===== src/rtl/jserial_alu_pkg.sv =====
// jserial_alu_pkg: shared opcodes and FSM state encoding for the bit-serial ALU.
package jserial_alu_pkg;
  localparam logic OP_ADD = 1'b0;
  localparam logic OP_CMP = 1'b1;
  typedef enum logic [1:0] {
    S_IDLE = 2'd0,
    S_RUN  = 2'd1,
    S_DONE = 2'd2
  } state_t;
endpackage


===== src/rtl/jserial_alu_jbitslice.sv =====
// jbitslice: one-bit ADD/CMP slice built from primitive gate cells, plus those cells.
module jxor (input logic a, input logic b, output logic y);
  assign y = a ^ b;
endmodule

module jand (input logic a, input logic b, output logic y);
  assign y = a & b;
endmodule

module jor (input logic a, input logic b, output logic y);
  assign y = a | b;
endmodule

module jnot (input logic a, output logic y);
  assign y = ~a;
endmodule

module jbitslice (
  input  logic a,
  input  logic b,
  input  logic carry,
  input  logic eq,
  input  logic al,
  output logic sum,
  output logic xo,
  output logic carry_next,
  output logic eq_next,
  output logic al_next
);
  logic cx, ab, nx, ea, eax;
  jxor u_x0 (.a(a),     .b(b),     .y(xo));
  jxor u_x1 (.a(xo),    .b(carry), .y(sum));
  jand u_a0 (.a(carry), .b(xo),    .y(cx));
  jand u_a1 (.a(a),     .b(b),     .y(ab));
  jor  u_o0 (.a(cx),    .b(ab),    .y(carry_next));
  jnot u_n0 (.a(xo),    .y(nx));
  jand u_a2 (.a(eq),    .b(nx),    .y(eq_next));
  // A wins at the first differing bit (MSB first) only while still equal above it
  jand u_a3 (.a(eq),    .b(a),     .y(ea));
  jand u_a4 (.a(ea),    .b(xo),    .y(eax));
  jor  u_o1 (.a(al),    .b(eax),   .y(al_next));
endmodule


===== src/rtl/jserial_alu.sv =====
// jserial_alu: bit-serial ADD/CMP sequencer stepping one shared slice over N bits.
module jserial_alu
  import jserial_alu_pkg::*;
#(
  parameter int N = 8
) (
  input  logic         wclk,
  input  logic         wrst_n,
  input  logic         wstart,
  input  logic         wop,
  input  logic [N-1:0] wa,
  input  logic [N-1:0] wb,
  input  logic         wci,
  output logic         wbusy,
  output logic         wdone,
  output logic [N-1:0] wc,
  output logic         wco,
  output logic         weq,
  output logic         wal
);
  localparam int KW = $clog2(N);
  localparam logic [KW-1:0] KMAX = KW'(N - 1);
  state_t state, state_n;
  logic [KW-1:0] k, i;
  logic [N-1:0] ra, rb, c;
  logic rop, carry, eq, al;
  logic sum, xo, carry_next, eq_next, al_next;
  // ADD walks LSB first, CMP walks MSB first
  assign i = rop == OP_CMP ? KMAX - k : k;
  jbitslice u_slice (
    .a(ra[i]), .b(rb[i]), .carry(carry), .eq(eq), .al(al),
    .sum(sum), .xo(xo), .carry_next(carry_next), .eq_next(eq_next), .al_next(al_next)
  );
  always_comb begin
    state_n = state == S_IDLE ? (wstart ? S_RUN : S_IDLE) :
              state == S_RUN  ? (k == KMAX ? S_DONE : S_RUN) : S_IDLE;
  end
  always_ff @(posedge wclk or negedge wrst_n) begin
    if (!wrst_n) begin
      state <= S_IDLE;
      k     <= '0;
      ra    <= '0;
      rb    <= '0;
      rop   <= OP_ADD;
      c     <= '0;
      carry <= 1'b0;
      eq    <= 1'b0;
      al    <= 1'b0;
    end else begin
      state <= state_n;
      if (state == S_IDLE && wstart) begin
        ra    <= wa;
        rb    <= wb;
        rop   <= wop;
        k     <= '0;
        c     <= '0;
        carry <= wop == OP_ADD ? wci : 1'b0;
        eq    <= wop == OP_CMP;
        al    <= 1'b0;
      end else if (state == S_RUN) begin
        c[i]  <= rop == OP_CMP ? xo : sum;
        carry <= rop == OP_ADD ? carry_next : carry;
        eq    <= eq_next;
        al    <= al_next;
        k     <= k == KMAX ? k : k + 1'b1;
      end
    end
  end
  assign wbusy = state != S_IDLE;
  assign wdone = state == S_DONE;
  assign wc    = c;
  assign wco   = rop == OP_ADD & carry;
  assign weq   = rop == OP_CMP & eq;
  assign wal   = rop == OP_CMP & al;
endmodule


===== config.mk =====
export PLATFORM = sky130hd
export DESIGN_NAME = jserial_alu
export DESIGN_NICKNAME = d
export VERILOG_FILES = /design/src/rtl/jserial_alu_pkg.sv /design/src/rtl/jserial_alu_jbitslice.sv /design/src/rtl/jserial_alu.sv
export SDC_FILE = /design/constraint.sdc
export NUM_CORES = 1
export LEC_CHECK = 0
export CAP_MARGIN = 40
export CORE_UTILIZATION = 45
export DETAILED_ROUTE_END_ITERATION = 8
export PLACE_DENSITY_LB_ADDON = 0.2
export SLEW_MARGIN = 25
export SYNTH_ARGS = -nofsm -noshare
export SYNTH_HDL_FRONTEND = slang
export SYNTH_HIERARCHICAL = 1
export SYNTH_SLANG_ARGS = --single-unit

===== constraint.sdc =====
create_clock -name wclk -period 2.8 [get_ports wclk]
set_clock_uncertainty 0.1 [all_clocks]
set_input_delay 0.28 -clock wclk [delete_from_list [all_inputs] [get_ports wclk]]
set_output_delay 0.28 -clock wclk [all_outputs]
set_load 0.02 [all_outputs]

; ---- After elaboration in Yosys (flattened, before gate mapping)
; Cells that the tools add are included.
[totals]
inputBits = 21
out_inout_bits = 13
regBits = 33
[classes]
reduce_logical = 7
mux = 26
eq_ne = 5
magnitude_cmp = 2
n_addsub = 2
bitwise_logic = 14
[op_table]
columns = operator, count
row1 = 2-to-1 mux 8 bit, 2
row2 = 2-to-1 mux 1 bit, 13
row3 = 2-to-1 mux 3 bit, 4
row4 = AND 1 bit, 8
row5 = bitwise mux 8 bit, 1
row6 = binary-select mux 1 bit (select 3 bit), 2
row7 = 2-to-1 mux 2 bit, 3
row8 = < comparator 3 x 4 -> 1 bit (second input constant), 1
row9 = != test 2 x 1 -> 1 bit (second input constant), 2
row10 = AND reduction 2 bit, 2
row11 = nonzero test 2 bit, 2
row12 = adder 3 x 1 -> 3 bit (second input constant), 1
row13 = demux 1 bit (select 3 bit), 1
row14 = == test 3 bit (second input constant), 1
row15 = greater-or-equal comparator 3 x 1 -> 1 bit (second input constant), 1
row16 = subtractor 3 bit (first input constant), 1
row17 = == test 2 x 1 -> 1 bit (second input constant), 1
row18 = == test 2 bit (second input constant), 1
row19 = logical AND 1 bit, 2
row20 = logical NOT 2 bit, 1
row21 = NOT 1 bit, 2
row22 = OR 1 bit, 2
row23 = XOR 1 bit, 2

; ---- Logic depth before layout (Yosys ltp)
; Gate-level depths: netlist (run 1).
[depth]
depth_word = 10
depth_mapped = 10
ltp_nobuf = 9

; ---- Modules after synthesis
; Netlist (run 1), hierarchy kept.
[modules_own_cells]
columns = mod, area_each_um2, cells_each, instances
row1 = jserial_alu, 1893.1, 204, 1
row2 = jand, 6.3, 1, 5
row3 = jxor, 8.8, 1, 2
row4 = jor, 6.3, 1, 2
row5 = jnot, 3.8, 1, 1

; ---- Least setup slack after synthesis (run 1)
; Ideal clock, no wire load.
[synth_path]
path_kind = reg2reg
from = reg k[0]
to = reg c[0] (netlist: wc[0])
stages_incl_launch_ff = 11
slack_ns = 0.489
arrival_time_ns = 2.081
n_path_buf = 2
setup_ns = 0.130
period_less_slack_ns = 2.311
required_time_ns = 2.570
cell_sequence = dfrtp_1 > buf_6 > buf_12 > mux2i_1 > o22ai_1 > o32a_1 > xor2_1 > xor2_1 > mux2_2 > nand2_1 > mux2i_1
[synth_between]
elab_chain_len = 10
word_cells_on_any_way = 17
cone_classes = add/sub (1) / order compare (2) / mux (11) / bitwise (2) / reduce/logical (1)
[synth_rtl]
columns = item, line
row1 = start: declaration, jserial_alu.sv:24  ; logic [KW-1:0] k, i;
row2 = start signal: assignment, jserial_alu.sv:65  ; k <= k == KMAX ? k : k + 1'b1;
row3 = subtractor 3 bit, jserial_alu.sv:29  ; assign i = rop == OP_CMP ? KMAX - k : k;
row4 = 2-to-1 mux 3 bit *, jserial_alu.sv:29
row5 = binary-select mux 1 bit (select 3 bit), jserial_alu.sv:31  ; .a(ra[i]), .b(rb[i]), .carry(carry), .eq(eq), .al(al),
row6 = 2-to-1 mux 1 bit (not written as such), jserial_alu.sv:31
row7 = XOR 1 bit *, jserial_alu_jbitslice.sv:3  ; assign y = a ^ b;
row8 = via xo, jserial_alu.sv:27  ; logic sum, xo, carry_next, eq_next, al_next;
row9 = XOR 1 bit *, jserial_alu_jbitslice.sv:3
row10 = via sum, jserial_alu.sv:27
row11 = 2-to-1 mux 1 bit *, jserial_alu.sv:61  ; c[i] <= rop == OP_CMP ? xo : sum;
row12 = bitwise mux 8 bit *, jserial_alu.sv:61
row13 = 2-to-1 mux 8 bit *, jserial_alu.sv:60  ; end else if (state == S_RUN) begin
row14 = 2-to-1 mux 8 bit *, jserial_alu.sv:51  ; if (state == S_IDLE && wstart) begin
row15 = end signal: indexed assignment, jserial_alu.sv:61
row16 = end: declaration, jserial_alu.sv:25  ; logic [N-1:0] ra, rb, c;
; Mark *: on every way through the listed nets, which the timed path passes. The rest lies on a longest branch. The select of a mux whose other input is x is not followed.
; A chain may end at the register's enable or synchronous reset.

; ---- Worst setup path in the final report (run 1)
[layout_path]
from = reg k[1]
to = reg c[5] (netlist: wc[5])
; Same word-level chain as after synthesis.

==> flow_summary.toml, run 1 <==
[status]
outcome = "finished clean"

[cells_and_area]
fin_util_pct = 60.2
instances_no_fill = 303
layout.nets = 275
syn_to_final_growth_pct = 25.6
drive_above_1_share_pct = 12.6
final_cell_area_sq_um = 2460
fillers = 359
diodes = 0

[route]
first_iter_violations = 80
remaining_drc_errors = 0
viasPerCell = 5.21
firstDrtPassIters = 4
wire_per_inst_microns = 13.4
drt-total-wl_microns = 4060
ant_nets = 0
vias = 1578

[timing]
min_period_ns = 2.57
hold_slack_ns = 0.298
rsz0062_at_grt = "no"
tightest_slew_ns = 0.579
finalSetupTns_ns = 0
hold_viol_final = 0
slew_violations = 0
setup_viol = 0
slew_headroom_pct = 61.0
period_share_pct = 91.7
worst_slack_ns = 0.234
fmax_mhz = 390

[yosys]
synth_area_per_cell_sq_um = 9.15
syn_inst = 214
syn-num-nets = 237
yosys_warnings = 6
synth.distinct_cells = 38
ys_ff_latch = 33
synth_top_family_by_area = "simple AND/OR/NAND/NOR gates"
synth_adder_area_share_pct = 1.28
synth_area_sq_um = 1960
muxShareOfSynthArea_pct = 12.0
synth-simple-area-share_pct = 25.6
synth_compound_area_share_pct = 12.3
synthXorXnorAreaFrac_pct = 1.73
yosysSeqAreaShare_pct = 42.2

[die]
coreArea_sq_um = 4090
std_cell_rows = 23
die_height_microns = 68.0
start_util_pct = 47.9
die_width_microns = 68.0
ios = 34
die-area_sq_um = 4620

[worst_setup_path]
cp_slowest_cell = "dfrtp_1"
path_class = "reg -> reg"
timing.reg2reg.setup_slack_ns = 0.23
timing.rr.start = "k[1]$_DFFE_PN0P_"
crit_required_ns = 2.86
regToRegEndpoint = "wc[5]$_DFFE_PN0P_"
end_kind = "flip-flop"
slowest_delay_ns = 0.45
crit_buf_inv = 1
start_kind = "flip-flop"
r2r_cells = 9
cp.arrival_ns = 2.63
cp_max_fo = 8
path_cells = "buf_4, or2_2, o22ai_1, o32a_1, xor2_2, xor2_1, mux2_2, nand2_1, mux2i_1"
critPathTopFamily = "simple AND/OR/NAND/NOR gates"

[pwr]
leakage_nw = 1.17
vdd_drop_max_mv = 0.726
p_total_mw = 3.24
cellPowerDensity_nw_per_um2 = 1320

[grt]
grt_max_degree = 34
antenna_found_initial = 0
grt_usage_pct = 19.9
grt_pass1_vias = 1567
overflow = 0
grt_pass1_wl_microns = 6760

[cts]
postCtsSetupRepairBufs = 0
postCtsResizedCells = 0
clk_pin_slew_ns = 0.07
cts_tree = "built"
clk_latency_ns = 0.29
h-tree-depth = 2
cts-root-buf = "clkbuf_8"
hold_buffers = 0
cts_buffer_depth = 2
cts-buffers-inserted = 5
clock-sinks = 33

[run]
cap_violations = 0

[worst_hold_path]
hold_class = "in -> async"

[placed_design]
dp_cells = 295
place_congestion = 0.814
port_buffers = 33
dp_slack_ns = 0.154
hpwlAfterDp_microns = 2900
dpl_cell_area_sq_um = 2330
cell families (layout without fill, tap and decap cells):
family / after synthesis / count (layout)
flops: 33 / 33
mux: 22 / 22
xor+xnor: 3 / 3
simple gates: 108 / 108
fa+ha+maj: 2 / 2
buf+inv: 13 / 52
compound gates: 33 / 33
worst reg2reg max path, stage by stage, from the launching register on:
cell     delay (ns)
dfrtp_1        0.45
buf_4          0.20
or2_2          0.31
o22ai_1        0.18
o32a_1         0.23
xor2_2         0.25
xor2_1         0.11
mux2_2         0.27
nand2_1        0.22
mux2i_1        0.12
layout make-up:
cell class              count  area (sq um)  area share (%)
clock buffers               6          82.6            3.36
repair buffers             41           390            15.9
multi-input cells         168          1050            42.5
well taps                  50          62.6            2.54
inverters                   3          11.3           0.458
flip-flops and latches     33           828            33.7
clock inverters             2          37.5            1.53
report_power, final:
group / internal (mW) / leakage, nW / switching (mW) / total, mW
Combinational: 0.875 / 0.699 / 0.954 / 1.83
Sequential: 0.703 / 0.412 / 0.238 / 0.941
Clock: 0.289 / 0.0574 / 0.182 / 0.471
Total: 1.87 / 1.17 / 1.37 / 3.24
registers in the layout (all words and copies together) (netlist names):
signal  cells
al          1
carry       1
eq          1
k           3
ra          8
rb          8
rop         1
state       2
wc          8
cells in the mapped netlist:
cell type	number	area share, %
a22o_1	6	2.7
mux2i_1	19	9.7
nand3b_1	1	0.38
nand3b_2	1	0.58
nand3_1	1	0.26
buf_4	3	1.2
nor2b_1	7	2.2
a21oi_1	1	0.26
nand2b_1	3	0.96
o32a_1	2	1.0
a22oi_1	5	1.9
buf_2	4	1.0
mux2_2	2	1.2
or2_1	2	0.64
o22ai_1	6	1.9
inv_2	1	0.19
o21ai_1	1	0.26
and2_1	9	2.9
nor2_2	1	0.32
a21boi_0	4	1.5
mux2i_4	1	1.2
inv_1	2	0.38
or2_2	2	0.64
xor2_1	2	0.89
xnor2_2	1	0.83
buf_12	1	1.0
dfrtp_1	33	42
ha_1	2	1.3
nand2_1	72	14
nor2_1	6	1.2
o21ai_0	2	0.51
buf_6	2	1.2
nor3b_4	1	0.96
o21ai_2	1	0.45
and2b_1	1	0.38
a211oi_1	2	0.77
or2_4	1	0.45
a31oi_1	3	0.96
how the worst max path moves through the flow:
stage                      from           endpoint  slack, ns  cells after the start
4_1_cts        k[1]$_DFFE_PN0P_  wc[6]$_DFFE_PN0P_       0.14                      9
6_report       k[1]$_DFFE_PN0P_  wc[5]$_DFFE_PN0P_       0.23                      9
2_1_floorplan  k[0]$_DFFE_PN0P_  wc[0]$_DFFE_PN0P_       0.49                     10
3_3_place_gp   k[2]$_DFFE_PN0P_  wc[3]$_DFFE_PN0P_       0.24                      9
3_5_place_dp   k[1]$_DFFE_PN0P_  wc[6]$_DFFE_PN0P_       0.15                      9
5_1_grt        k[1]$_DFFE_PN0P_  wc[1]$_DFFE_PN0P_       0.08                      9
layer usage:
layer | routed length [microns] | global-route usage (%) | vias up | part of all wire [%]
met1 | 1940 | 25.1 | 760 | 48
met3 | 137 | 6.83 | 4 | 3.4
met5 | 0 | 0 | - | 0
li1 | - | - | 792 | -
met2 | 1930 | 31.9 | 22 | 48
met4 | 46 | 5.73 | 0 | 1.1
placed cells by master, fill, tap and decap left out, types with 2 or more instances in the layout:
cell type / count
a211oi_1: 2
a21boi_0: 4
a22o_1: 6
a22oi_1: 5
a31oi_1: 3
and2_1: 9
buf_4: 8
clkbuf_8: 6
clkdlybuf4s50_1: 33
dfrtp_1: 31
dfrtp_2: 2
ha_1: 2
inv_1: 2
mux2_2: 2
mux2i_1: 19
nand2_1: 72
nand2b_1: 3
nor2_1: 6
nor2b_1: 6
o21ai_0: 2
o22ai_1: 6
o32a_1: 2
or2_1: 2
or2_2: 2
No activity file was read; power rests on OpenSTA's default activity.
==> run 2, diff against run 1 <==
- CAP_MARGIN: 40 -> 20
- CORE_ASPECT_RATIO: default -> 1.75
==> flow_summary.toml, run 2 (synthesized netlist as in run 1, its figures left out) <==
[status]
outcome = "finished clean"

[route]
ant_nets = 0
wire_per_inst_microns = 12.6
remaining_drc_errors = 0
first_iter_violations = 22
vias = 1573
firstDrtPassIters = 4
drt-total-wl_microns = 3790
viasPerCell = 5.23

[grt]
grt_pass1_vias = 1554
antenna_found_initial = 0
grt_pass1_wl_microns = 6760
overflow = 0
grt_usage_pct = 19.7
grt_max_degree = 34

[cts]
cts-buffers-inserted = 5
clock-sinks = 33
cts-root-buf = "clkbuf_8"
cts_tree = "built"
clk_pin_slew_ns = 0.07
postCtsSetupRepairBufs = 0
clk_latency_ns = 0.29
h-tree-depth = 2
cts_buffer_depth = 2

[timing]
hold_viol_final = 0
slew_headroom_pct = 62.0
setup_viol = 0
fmax_mhz = 388
period_share_pct = 92.1
hold_slack_ns = 0.300
slew_violations = 0
rsz0062_at_grt = "no"
worst_slack_ns = 0.221
tightest_slew_ns = 0.564
min_period_ns = 2.58
finalSetupTns_ns = 0

[run]
cap_violations = 0

[die]
die-area_sq_um = 4630
std_cell_rows = 31
die_height_microns = 89.3
start_util_pct = 47.2
ios = 34
coreArea_sq_um = 4150
die_width_microns = 51.9

[placed_design]
dp_slack_ns = 0.0778
port_buffers = 33
place_congestion = 0.792
hpwlAfterDp_microns = 2790
dpl_cell_area_sq_um = 2320
dp_cells = 293

[cells_and_area]
fin_util_pct = 59.3
diodes = 0
multiInputGateArea_sq_um = 1040
layout.nets = 274
fillers = 376
final_cell_area_sq_um = 2460
final_common_cell = "nand2_1"
instances_no_fill = 301
most-common-layout-cells = "72 x nand2_1, 33 x clkdlybuf4s50_1, 31 x dfrtp_1"
drive_above_1_share_pct = 11.9
syn_to_final_growth_pct = 25.7
seqCellArea_sq_um = 828

[worst_setup_path]
cp_max_fo = 14
cp.arrival_ns = 2.64
path_class = "reg -> reg"
start_kind = "flip-flop"
end_kind = "flip-flop"
crit_required_ns = 2.87

[pwr]
p_total_mw = 3.25
cellPowerDensity_nw_per_um2 = 1320
vdd_drop_max_mv = 0.678
leakage_nw = 1.17

[worst_hold_path]
hold_class = "in -> async"
-- run 2: changes by cell type in the layout (fill, tap and decap cells not counted), sizes merged --
cell / previous run / this run
buf: 8 / 7
clkbuf: 6 / 5
clkinvlp: 1 / 0
bufinv: 1 / 2
clkinv: 0 / 1
-- run 2: metal layers --
metal  up-vias  share of wire, %  global-route usage, %
met1       728                41                   21.7
met3         9               3.1                   3.74
met4         0               2.2                   9.09
li1        798                 -                      -
met2        38                54                   35.5
met5         -                 0                      0
-- run 2: worst paths after layout --
kind	start	end	slack, ns	cells after the start
max	k[2]$_DFFE_PN0P_	wc[4]$_DFFE_PN0P_	0.22	9
min	wrst_n	state[1]$_DFF_PN0_	0.30	2
max reg2reg	k[2]$_DFFE_PN0P_	wc[4]$_DFFE_PN0P_	0.22	9
min reg2reg	ra[1]$_DFFE_PN0P_	ra[1]$_DFFE_PN0P_	0.40	2
max in group asynchronous	wrst_n	rop$_DFFE_PN0P_	1.98	2
min in group wclk	ra[1]$_DFFE_PN0P_	ra[1]$_DFFE_PN0P_	0.40	2
-- run 2: power by group --
group / switching, mW / internal, mW
Combinational: 0.902 / 0.865
Sequential: 0.243 / 0.703
Clock: 0.178 / 0.354
Total: 1.32 / 1.92
-- run 2: cell type report --
cell class,instances,share of cell area (%)
multi-input combinational,168,42.4
timing repair buffer,40,15.6
inverter,3,0.458
tap,49,2.49
clock buffer,5,2.80
sequential,33,33.7
clock inverter,3,2.64
-- run 2: timing repair --
action                                  in CTS  in global routing
endpoints found under the setup margin       0                  8
resized for setup                            0                  3
endpoints found under the hold margin        0                  0
hold buffers                                 0                  0
-- run 2: worst max-delay path, stage by stage (launching register included) --
cell	delay, ns
dfrtp_1	0.62
nor2b_1	0.22
a21boi_0	0.20
o22ai_1	0.13
o32a_1	0.23
xor2_2	0.21
xor2_1	0.15
mux2_2	0.26
nand2_1	0.22
mux2i_1	0.11
==> run 3, diff against run 2 <==
- CORE_MARGIN: default -> 10
- clock period: 2.8 -> 2.3 ns (I/O delays scaled with it)
==> flow_summary.toml, run 3 (synthesized netlist as in run 1, its figures left out) <==
[cts]
clk_latency_ns = 0.29
cts_buffer_depth = 2
hold_buffers = 0
cts-root-buf = "clkbuf_8"
clk_pin_slew_ns = 0.07
cts_tree = "built"
cts-buffers-inserted = 5
clock-sinks = 33
h-tree-depth = 2

[worst_setup_path]
slowest_delay_ns = 0.41
crit_buf_inv = 0
cp.arrival_ns = 2.45
cp_slowest_cell = "dfrtp_1"
path_cells = "nor2b_2, a211oi_2, a31oi_1, o32a_1, xor2_2, xor2_1, mux2_4, nand2_4, mux2i_1"
path_class = "reg -> reg"
crit_required_ns = 2.37
end_kind = "flip-flop"
cp_max_fo = 8
critPathTopFamily = "compound AO/OA/AOI/OAI gates"
start_kind = "flip-flop"

[grt]
top_usage_layer = "met2"
overflow = 0
met1_usage_pct = 12.6
grt_use_met3_pct = 3.23
grt_usage_pct = 12.4
grt_max_degree = 34
grt_pass1_vias = 1700
antenna_found_initial = 0
grt_pass1_wl_microns = 7780
gr-usage-met2_pct = 22.5

[cells_and_area]
instances_no_fill = 313
seqCellArea_sq_um = 827
final_common_cell = "nand2_1"
diodes = 0
multiInputGateArea_sq_um = 1080
fillers = 382
most-common-layout-cells = "71 x nand2_1, 33 x clkdlybuf4s50_1, 32 x dfrtp_1"
syn_to_final_growth_pct = 29.6
drive_above_1_share_pct = 18.6
layout.nets = 286
final_cell_area_sq_um = 2540

[route]
vias = 1632
viasPerCell = 5.21
firstDrtPassIters = 4
first_iter_violations = 73
remaining_drc_errors = 0
ant_nets = 0
drt-total-wl_microns = 4560
wire_per_inst_microns = 14.6

[timing]
worst_slack_ns = -0.0749
tightest_slew_ns = 0.543
min_period_ns = 2.37
rsz0062_at_grt = "yes"
slew_headroom_pct = 63.4
slew_violations = 0
hold_viol_final = 0
period_share_pct = 103
hold_slack_ns = 0.248
fmax_mhz = 421
setup_viol = 10

[run]
cap_violations = 0

[placed_design]
port_buffers = 33
place_congestion = 0.848
dp_cells = 303
dp_slack_ns = -0.135
hpwlAfterDp_microns = 3490
dpl_cell_area_sq_um = 2400

[status]
outcome = "finished, violations left"
violations = "negative setup slack"

[die]
die_width_microns = 69.9
std_cell_rows = 31
start_util_pct = 46.7
coreArea_sq_um = 4190
die-area_sq_um = 7490
die_height_microns = 107
ios = 34

[pwr]
cellPowerDensity_nw_per_um2 = 1640
p_total_mw = 4.17
leakage_nw = 1.22
vdd_drop_max_mv = 0.885

[worst_hold_path]
hold_class = "in -> async"
==> run 3: path summary, 6_finish.rpt <==
kind / from / endpoint / slack, ns / depth (start not counted)
max reg2reg: k[1]$_DFFE_PN0P_ / wc[2]$_DFFE_PN0P_ / -0.07 / 9
min: wrst_n / state[0]$_DFF_PN0_ / 0.25 / 2
min in group wclk: wa[2] / ra[2]$_DFFE_PN0P_ / 0.36 / 3
min reg2reg: rb[5]$_DFFE_PN0P_ / rb[5]$_DFFE_PN0P_ / 0.40 / 2
max in group asynchronous: wrst_n / rop$_DFFE_PN0P_ / 1.52 / 2
max: k[1]$_DFFE_PN0P_ / wc[2]$_DFFE_PN0P_ / -0.07 / 9
==> run 3: power by group <==
group          total [mW]  internal (mW)  leakage (nW)  switching, mW
Clock               0.413          0.209        0.0450          0.203
Sequential           1.13          0.855         0.413          0.272
Combinational        2.63           1.32         0.763           1.31
Total                4.17           2.39          1.22           1.78
==> run 3: per-stage QoR <==
| stage | TNS (ns) | utilization [%] |
|---|---|---|
| after floorplan | 0 | - |
| after global placement | -0.614 | 57.3 |
| after detailed placement | -1.05 | 57.3 |
| after CTS | -0.342 | 60.1 |
| after global routing | -1.77 | 60.6 |
| final | -0.580 | 60.6 |
==> run 3: layout make-up <==
cell class / count / share of cell area [%]
Inverter: 3 / 0.444
Multi-Input combinational cell: 168 / 42.5
Timing Repair Buffer: 52 / 18.8
Sequential cell: 33 / 32.6
Clock inverter: 2 / 0.394
Clock buffer: 6 / 2.86
Tap cell: 49 / 2.41
==> run 3: worst register-to-register path, delay by kind of cell (launching register included) <==
family / cells / cell delay [ns]
DFF: 1 / 0.41
and+or+nand+nor: 2 / 0.32
AOI/OAI and AO/OA: 3 / 0.66
muxes: 2 / 0.38
xor gates and xnor gates: 2 / 0.38
==> run 3: metal layers <==
metal | wire length, microns | share of wire (%)
met5 | 0 | 0
met3 | 178 | 3.9
met1 | 1820 | 40
met4 | 111 | 2.4
met2 | 2450 | 54
==> run 3: timing repair <==
item	CTS	global route
resized for setup	12	2
pin swaps	4	2
endpoints found under the hold margin	0	0
endpoints found under the setup margin	10	11
setup buffers	0	2
